$ cat src/rtl/ecc_enc_arbiter.sv
// ecc_enc_arbiter
//   Round-robin arbiter that shares one external combinational ECC encoder
//   among PORT_N write ports. A granted word goes through the encoder and is
//   captured, with its check code and source port, in a one-entry output register.
//
// Handshake: a beat transfers on a rising edge when valid and ready are both high.
//   Upstream:   req_vld[i] & req_rdy[i].
//   Downstream: out_vld & out_rdy.
//   req_rdy is one-hot or zero. It never looks at req_data.
//
// Ports:
//   clk, reset        clock; asynchronous active-high reset
//   req_vld/req_data  per-port request word (port i at [i*DATA_W +: DATA_W])
//   req_last          last beat of a burst (ECC_ARB_LOCK_EN builds only)
//   req_rdy           per-port one-hot grant
//   enc_data/enc_vld  word and valid driven to the external encoder
//   enc_code          check code returned combinationally by the encoder
//   out_vld/out_rdy   output register handshake
//   out_data/out_code/out_port  registered word, code and source port
//   o_dbg_state       output register state (0 = EMPTY, 1 = FULL)
//
// Optional feature: define ECC_ARB_LOCK_EN to hold the grant on one port
// until that port presents a beat with req_last=1.
module ecc_enc_arbiter #(
  parameter int PORT_N = 4,
  parameter int DATA_W = 32,
  parameter int CODE_W = 6,
  localparam int PTR_W = $clog2(PORT_N)
) (
  input  logic                     clk,
  input  logic                     reset,
  input  logic [PORT_N-1:0]        req_vld,
  input  logic [PORT_N*DATA_W-1:0] req_data,
`ifdef ECC_ARB_LOCK_EN
  input  logic [PORT_N-1:0]        req_last,
`endif
  output logic [PORT_N-1:0]        req_rdy,
  output logic [DATA_W-1:0]        enc_data,
  output logic                     enc_vld,
  input  logic [CODE_W-1:0]        enc_code,
  output logic                     out_vld,
  input  logic                     out_rdy,
  output logic [DATA_W-1:0]        out_data,
  output logic [CODE_W-1:0]        out_code,
  output logic [PTR_W-1:0]         out_port,
  output logic                     o_dbg_state
);

  typedef enum logic {ST_EMPTY = 1'b0, ST_FULL = 1'b1} state_t;

  state_t             r_state;
  logic [DATA_W-1:0]  r_data;
  logic [CODE_W-1:0]  r_code;
  logic [PTR_W-1:0]   r_port;
  logic [PTR_W-1:0]   r_rr_ptr;

  logic               w_load_ok;
  logic [PORT_N-1:0]  w_elig;
  logic [PORT_N-1:0]  w_grant;
  logic               w_gnt_any;
  logic [PTR_W-1:0]   w_gnt_idx;
  logic [PTR_W-1:0]   w_next_ptr;
  logic [PTR_W:0]     w_scan;

`ifdef ECC_ARB_LOCK_EN
  logic               r_lock;
  logic [PTR_W-1:0]   r_lock_port;

  // While locked, only the lock owner may win, even if it is idle this cycle.
  assign w_elig = r_lock ? (req_vld & (PORT_N'(1) << r_lock_port)) : req_vld;
`else
  assign w_elig = req_vld;
`endif

  // Loading is allowed when the register is empty or is being drained this cycle.
  assign w_load_ok = (r_state == ST_EMPTY) | out_rdy;

  // Scan rr_ptr, rr_ptr+1, ... modulo PORT_N. An extra bit on w_scan keeps the
  // wrap correct for non-power-of-2 PORT_N.
  always_comb begin
    w_gnt_any = 1'b0;
    w_gnt_idx = '0;
    w_scan    = '0;
    for (int k = 0; k < PORT_N; k++) begin
      w_scan = {1'b0, r_rr_ptr} + (PTR_W+1)'(k);
      if (w_scan >= (PTR_W+1)'(PORT_N)) w_scan = w_scan - (PTR_W+1)'(PORT_N);
      if (!w_gnt_any && w_load_ok && w_elig[w_scan[PTR_W-1:0]]) begin
        w_gnt_any = 1'b1;
        w_gnt_idx = w_scan[PTR_W-1:0];
      end
    end
  end

  always_comb begin
    w_grant = '0;
    if (w_gnt_any) w_grant[w_gnt_idx] = 1'b1;
  end

  always_comb begin
    enc_data = '0;
    for (int i = 0; i < PORT_N; i++) begin
      if (w_grant[i]) enc_data = req_data[i*DATA_W +: DATA_W];
    end
  end

  assign w_next_ptr = (w_gnt_idx == PTR_W'(PORT_N-1)) ? '0 : w_gnt_idx + PTR_W'(1);

  assign req_rdy     = w_grant;
  assign enc_vld     = w_gnt_any;
  assign out_vld     = (r_state == ST_FULL);
  assign out_data    = r_data;
  assign out_code    = r_code;
  assign out_port    = r_port;
  assign o_dbg_state = logic'(r_state);

  always_ff @(posedge clk or posedge reset) begin
    if (reset) begin
      r_state     <= ST_EMPTY;
      r_data      <= '0;
      r_code      <= '0;
      r_port      <= '0;
      r_rr_ptr    <= '0;
`ifdef ECC_ARB_LOCK_EN
      r_lock      <= 1'b0;
      r_lock_port <= '0;
`endif
    end else if (w_gnt_any) begin
      // A grant covers both a load into EMPTY and a drain-and-reload from FULL.
      r_state <= ST_FULL;
      r_data  <= enc_data;
      r_code  <= enc_code;
      r_port  <= w_gnt_idx;
`ifdef ECC_ARB_LOCK_EN
      if (req_last[w_gnt_idx]) begin
        r_lock   <= 1'b0;
        r_rr_ptr <= w_next_ptr;
      end else begin
        r_lock      <= 1'b1;
        r_lock_port <= w_gnt_idx;
      end
`else
      r_rr_ptr <= w_next_ptr;
`endif
    end else if ((r_state == ST_FULL) && out_rdy) begin
      r_state <= ST_EMPTY;
    end
  end

endmodule

$ cat config.mk
export PLATFORM = sky130hd
export DESIGN_NAME = ecc_enc_arbiter
export DESIGN_NICKNAME = d
export VERILOG_FILES = /design/src/rtl/ecc_enc_arbiter.sv
export SDC_FILE = /design/constraint.sdc
export NUM_CORES = 1
export LEC_CHECK = 0
export CAP_MARGIN = 20
export CORE_MARGIN = 2
export CORE_UTILIZATION = 39
export CTS_CLUSTER_SIZE = 25
export DETAILED_ROUTE_END_ITERATION = 6
export HOLD_SLACK_MARGIN = 0.06
export PLACE_DENSITY = 0.86
export SYNTH_ARGS = -nofsm -noshare
export SYNTH_HDL_FRONTEND = slang
export SYNTH_SLANG_ARGS = --single-unit
export TNS_END_PERCENT = 30
$ cat constraint.sdc
create_clock -name clk -period 8 [get_ports clk]
set_clock_uncertainty 0.15 [all_clocks]
set_input_delay 1.6 -clock clk [delete_from_list [all_inputs] [get_ports clk]]
set_output_delay 1.6 -clock clk [all_outputs]
set_load 0.02 [all_outputs]
==> reports/metrics.csv, run 1 <==
stage,metric,value,unit
status,status,"finished, final reports clean",
timing,fin_ws,1.196,ns
route,drt-pass1-iter-count,6,
power_and_ir_drop,ir_drop,0.08887,mV
route,vias_per_cell,5.727,
timing,worst_slew_pin_slew,0.9143,ns
synthesis,avgSynthCellArea,7.962,µm²
global_routing,grt_max_degree,67,
worst_setup_path,cp.arrival,5.05,ns
timing,rsz0062_at_grt,no,
final_layout,diodes,0,
synthesis,syn-num-nets,560,
clocking,worstSkewPairLatency,0.30,ns
synthesis,mappedNetlistArea,3304,µm²
place,portBuffers,219,
power_and_ir_drop,p_per_area,204.3,nW/µm²
synthesis,yosysWarnings,0,
final_layout,layout-drive-gt1-share,4.918,%
timing,report.final.hold_viol_count,0,
route,vias,4095,
die,fp-row-count,33,
timing,hold_slack,0.3638,ns
worst_setup_path,endpoint_kind,output port,
clocking,ctsHoldBuffers,0,
clocking,clk_path_buf_depth,2,
worst_setup_path,cp_max_fo,18,
power_and_ir_drop,comb_power_share,58.6,%
die,initial_utilization,40.22,%
job,cap_violations,0,
die,die_y,96.05,µm
timing,drv_slew,0,
clocking,clk_pin_slew,0.08,ns
synthesis,synth_top_cell_area_share,32.56,%
worst_setup_path,worst_ep_required_time,6.25,ns
worst_setup_path,critPathLaunchType,primary input,
global_routing,track_usage,26.54,%
worst_setup_path,critPathKind,primary input to output port,
global_routing,grt_pass1_wl,19.14,mm
power_and_ir_drop,power.switching,0.0004557,W
synthesis,synthCells,415,
final_layout,nNetsFinal,754,
synthesis,ys_types,32,
final_layout,final_common_cell,clkdlybuf4s50_1,
power_and_ir_drop,intPower,0.0006950,W
clocking,cts_tree,yes,
clocking,cts_buffers,5,
global_routing,antenna_found_initial,0,
die,die-area,9226,µm²
timing,post-route-period-util,85.06,%
power_and_ir_drop,power_frac_clock,14.9,%
place,hpwl,9.271,mm
place,place_ws,0.9931,ns
route,routed_wl,12.56,mm
hold_path,min_path_type,register to register,
route,drt_iter0_markers,208,
timing,slew-limit-headroom,38.96,%
power_and_ir_drop,leakagePower,2.302,nW
final_layout,seqCellArea,1076,µm²
timing,fmax,0.1470,GHz
global_routing,grt_pass1_vias,3945,
synthesis,yosys-top-cells-area,"dfrtp_1 (33%), a21oi_1 (15%), a22o_1 (8.5%)",
place,gp_congestion,0.8784,
power_and_ir_drop,p_seq_share,26.5,%
final_layout,area_growth,70.47,%
final_layout,multi_input_area,1914,µm²
synthesis,ys_ff_latch,43,
clocking,cts_repair_resize_count,0,
synthesis,synth-seq-area-share,32.56,%
clocking,root_buffer,clkbuf_8,
clocking,htreeDepth,2,
power_and_ir_drop,p_sw_share,39.60,%
final_layout,mostFrequentLayoutCells,"clkdlybuf4s50_1 (219), a21oi_1 (98), dfrtp_1 (43), nand2b_1 (34), inv_1 (33)",
timing,fin_crit,6.804,ns
global_routing,overflow,0,
route,drcViolationCount,0,
timing,final.setup.tns,0,ns
place,placed_cell_area,5500,µm²
clocking,cts_sinks,43,
synthesis,synth_top_area_cell,dfrtp_1,
timing,setup_violations,0,
route,postRouteAntennaNets,0,
die,io_pins,220,
die,die_width,96.05,µm
route,routedWlPerCell,17.56,µm
final_layout,final_area,5633,µm²
clocking,cts_setup_buffers,0,
die,core,8217,µm²
final_layout,nFillCells,695,
==> registers in the layout (all words and copies together), names as in the netlist <==
register / flops
out_data: 32
out_code: 6
out_port: 2
r_rr_ptr: 2
o_dbg_state: 1
==> cells by family (layout without fill, tap and decap cells) <==
group | after synthesis | count (layout) | share of synthesized area, %
and+or+nand+nor | 116 | 116 | 22.15
buffers and inverters | 75 | 270 | 9.883
AOI/OAI and AO/OA | 169 | 169 | 30.86
muxes | 8 | 8 | 3.029
adders and majority gates | 4 | 4 | 1.515
DFF | 43 | 43 | 32.56
==> synthesized netlist by cell type <==
library cell  number
a21oi_1           98
dfrtp_1           43
nand2b_1          35
inv_1             34
a22o_1            32
a31oi_1           32
nand3_1           32
nand3b_1          32
clkbuf_1          26
buf_1              7
buf_6              5
and3_1             4
ha_1               4
mux2_2             4
mux2_4             3
o21ai_0            3
nand2_1            2
nor2b_1            2
nor3_1             2
o31ai_1            2
or3_1              2
a311oi_1           1
buf_2              1
buf_4              1
inv_4              1
mux2i_1            1
nand2_8            1
nor2_1             1
nor3b_1            1
nor4_1             1
o32a_1             1
or4_1              1
==> layer usage <==
layer  vias to the layer above  wire (µm)  GRT usage [%]
met5                         -          0              0
met4                         0        353          10.36
met1                      1945       4755          30.90
met2                       219       6409          47.16
met3                        32       1039          5.795
li1                       1899          -              -
==> stage by stage <==
| stage | instances | total power [W] | util (%) |
|---|---|---|---|
| floorplan | 415 | 0.0006643 | - |
| global placement | 706 | 0.0009652 | 66.94 |
| detailed placement | 706 | 0.0009792 | 66.94 |
| CTS | 714 | 0.001152 | 68.31 |
| global route | 715 | 0.001219 | 68.55 |
| finish | 715 | 0.001151 | 68.55 |
==> worst paths after layout <==
path | from | to | slack, ns | cells after the start
worst max-delay path | req_vld[0] | enc_data[0] | 1.20 | 10
worst min-delay path | out_code[3]$_DFFE_PP0P_ | out_code[3]$_DFFE_PP0P_ | 0.36 | 1
worst max register to register | r_rr_ptr[1]$_DFFE_PP0P_ | out_data[21]$_DFFE_PP0P_ | 5.08 | 8
worst min register to register | out_code[3]$_DFFE_PP0P_ | out_code[3]$_DFFE_PP0P_ | 0.36 | 1
max in group asynchronous | reset | out_data[27]$_DFFE_PP0P_ | 5.44 | 2
min in group asynchronous | reset | out_code[0]$_DFFE_PP0P_ | 1.67 | 2
==> worst max-delay path, stage by stage <==
cell and delay (ns):
clkdlybuf4s50_1 0.56, nand2_1 0.09, a311oi_1 0.45, or3_1 0.21
ha_1 0.63, buf_4 0.36, nand3b_1 0.12, a22o_1 0.21
a21oi_1 0.18, clkdlybuf4s50_1 0.64
==> power groups by stage <==
stage                     Combinational (W)  Clock (W)  Sequential, W
after floorplan                    0.000294          0       0.000371
after global placement             0.000660          0       0.000305
after CTS                          0.000672   0.000175       0.000305
final                              0.000674   0.000172       0.000305
after global routing               0.000726   0.000182       0.000311
after detailed placement           0.000671          0       0.000309
==> cell type report <==
type | instances | area share (%)
clock buffers | 5 | 1.222
clock inverters | 3 | 0.7774
inverters | 35 | 2.377
multi-input cells | 297 | 33.98
flip-flops and latches | 43 | 19.10
well taps | 105 | 2.332
repair buffers | 227 | 40.20
(Power assumes the default switching activity.)
==> run 2, diff against run 1 <==
--- a/config.mk
+++ b/config.mk
@@ -11,7 +11,9 @@
 export CTS_CLUSTER_SIZE = 25
 export DETAILED_ROUTE_END_ITERATION = 6
 export HOLD_SLACK_MARGIN = 0.06
+export MAX_ROUTING_LAYER = met4
 export PLACE_DENSITY = 0.86
+export SLEW_MARGIN = 20
 export SYNTH_ARGS = -nofsm -noshare
 export SYNTH_HDL_FRONTEND = slang
 export SYNTH_SLANG_ARGS = --single-unit
==> run 2 against run 1 <==
  * Fmax down 1.2%
  * Combinational power is essentially flat
  * Critical path type unchanged
  * First-iteration DRC count down 6.3%
  * Total power is 2.5% lower
==> reports/metrics.csv, run 2 (synthesized netlist as in run 1, its figures left out) <==
stage,metric,value,unit,change
job,cap_violations,0,,unchanged
worst_setup_path,crit_slowest_cell,ha_2,,
clocking,root_buffer,clkbuf_8,,
timing,worst_slew_pin_slew,0.8825,ns,-0.03179 ns
route,vias,4018,,-1.9%
place,hpwl,9.121,mm,-1.6%
final_layout,largest_register_ffs,32,,unchanged
clocking,cts_repair_resize_count,0,,unchanged
die,fp-row-count,33,,unchanged
clocking,cts_sinks,43,,unchanged
hold_path,hold_path_end,out_code[4]$_DFFE_PP0P_,,
route,routedWlPerCell,17.35,µm,-1.2%
global_routing,grt_pass1_vias,3810,,-3.4%
timing,post-route-period-util,86.08,%,+1.0 points
timing,rsz0062_at_grt,no,,
global_routing,grt_pass1_wl,18.70,mm,-2.3%
timing,fin_crit,6.887,ns,+0.08229 ns
global_routing,grt_max_degree,67,,unchanged
worst_setup_path,worstReg2RegEnd,out_data[21]$_DFFE_PP0P_,,
clocking,cts_tree,yes,,
hold_path,worstHoldStart,out_code[4]$_DFFE_PP0P_,,
clocking,cts_setup_buffers,0,,unchanged
die,initial_utilization,40.22,%,unchanged
die,io_pins,220,,unchanged
final_layout,seqCellArea,1076,µm²,unchanged
worst_setup_path,critPathBufInv,3,,unchanged
timing,fin_ws,1.113,ns,-0.08229 ns
timing,report.final.hold_viol_count,0,,unchanged
worst_setup_path,reg2regPathDepth,8,,unchanged
worst_setup_path,endpoint_kind,output port,,
die,die_width,96.05,µm,unchanged
timing,setup_violations,0,,unchanged
place,place_ws,0.9760,ns,-0.01712 ns
power_and_ir_drop,leakagePower,2.277,nW,-1.0%
final_layout,multi_input_area,1924,µm²,+0.52%
clocking,htreeDepth,2,,unchanged
clocking,clk_pin_slew,0.10,ns,+0.02 ns
clocking,ctsHoldBuffers,0,,unchanged
final_layout,layout-drive-gt1-share,4.762,%,-0.16 points
clocking,cts_buffers,5,,unchanged
timing,final.setup.tns,0,ns,unchanged
final_layout,nFillCells,676,,-2.7%
route,drt-pass1-iter-count,4,,-2
power_and_ir_drop,p_per_area,200.3,nW/µm²,-1.9%
worst_setup_path,cp_cell_sequence,"clkdlybuf4s50_1, nor2b_1, a311oi_1, nor3_1, ha_2, buf_4, a21oi_1, a22o_1, a21oi_1, clkdlybuf4s50_1",,
worst_setup_path,cp.arrival,5.14,ns,+0.09 ns
final_layout,mostFrequentLayoutCells,"clkdlybuf4s50_1 (219), a21oi_1 (98), dfrtp_1 (43), nand2b_1 (34), inv_1 (33)",,
clocking,clk_path_buf_depth,2,,unchanged
timing,drv_slew,0,,unchanged
worst_setup_path,critPathKind,primary input to output port,,
clocking,worstSkewPairLatency,0.30,ns,about the same
place,portBuffers,219,,unchanged
status,status,"finished, final reports clean",,
global_routing,track_usage,26.81,%,+0.26 points
worst_setup_path,crit_family,buffers and inverters,,
worst_setup_path,reg2reg_slack,5.00,ns,-0.08 ns
global_routing,antenna_found_initial,0,,unchanged
worst_setup_path,critPathLaunchType,primary input,,
worst_setup_path,crit_path_start,req_vld[2],,
global_routing,overflow,0,,unchanged
final_layout,final_common_cell,clkdlybuf4s50_1,,
timing,fmax,0.1452,GHz,-1.2%
route,routed_wl,12.39,mm,-1.4%
worst_setup_path,cp_max_fo,35,,+17
die,die_y,96.05,µm,unchanged
worst_setup_path,worst-path-stages,10,,unchanged
die,core,8217,µm²,unchanged
timing,slew-limit-headroom,41.08,%,+2.1 points
place,gp_congestion,0.9078,,+3.3%
die,die-area,9226,µm²,unchanged
route,vias_per_cell,5.627,,-1.7%
worst_setup_path,r2r_start,r_rr_ptr[1]$_DFFE_PP0P_,,
final_layout,diodes,0,,unchanged
power_and_ir_drop,ir_drop,0.08789,mV,-1.1%
route,drcViolationCount,0,,unchanged
final_layout,area_growth,69.56,%,
worst_setup_path,cpPeakStageDelay,0.74,ns,+0.10 ns
hold_path,min_path_type,register to register,,
final_layout,nNetsFinal,753,,-0.13%
route,drt_iter0_markers,195,,-6.3%
hold_path,min_delay_path_depth,1,,unchanged
route,postRouteAntennaNets,0,,unchanged
worst_setup_path,worst_ep_required_time,6.25,ns,about the same
run 2: where the power goes:
part	switching [W]	leakage (nW)	total (W)	internal (W)
clock	0.0000828	0.0408	0.000145	0.0000625
sequential	0.0000328	0.496	0.000305	0.000272
combinational	0.000344	1.74	0.000672	0.000328
run 2: cell type report:
| type | instances | share of cell area (%) |
|---|---|---|
| clock buffers | 5 | 1.228 |
| clock inverters | 3 | 0.4243 |
| inverters | 35 | 2.389 |
| multi-input cells | 297 | 34.35 |
| flip-flops and latches | 43 | 19.20 |
| well taps | 105 | 2.345 |
| repair buffers | 226 | 40.06 |
run 2: how the worst max path moves through the flow:
| stage | to | slack, ns |
|---|---|---|
| 6_report | enc_data[0] | 1.11 |
| 5_1_grt | enc_data[31] | 0.90 |
| 4_1_cts | enc_data[0] | 0.95 |
| 3_5_place_dp | enc_data[0] | 0.98 |
| 3_3_place_gp | enc_data[0] | 1.06 |
| 2_1_floorplan | enc_data[10] | 2.58 |
run 2: through the flow:
step | total power (W) | area [µm²] | utilization [%] | hold slack [ns] | cells
2_1_floorplan | 0.0006643 | 3304 | - | 0.3580 | 415
3_3_place_gp | 0.0009656 | 5500 | 66.94 | 0.3376 | 706
3_5_place_dp | 0.0009773 | 5500 | 66.94 | 0.3466 | 706
4_1_cts | 0.001123 | 5593 | 68.07 | 0.3682 | 714
5_1_grt | 0.001190 | 5603 | 68.19 | 0.3783 | 714
6_report | 0.001122 | 5603 | 68.19 | 0.3646 | 714
run 2: per-layer routing:
metal,global-route usage (%),up-vias,part of all wire (%)
met3,4.464,20,7.0
met5,-,-,0
met4,8.929,0,2.1
met2,46.24,185,51
li1,-,1904,-
met1,31.69,1909,40
run 2: worst reg2reg max path, cell delays in order, from the launching register on:
cell and delay (ns):
dfrtp_1 0.44, nand2_1 0.11, a311oi_1 0.14, nor3_1 0.37
ha_2 0.74, buf_4 0.45, a21oi_1 0.09, a22o_1 0.22
a31oi_1 0.19
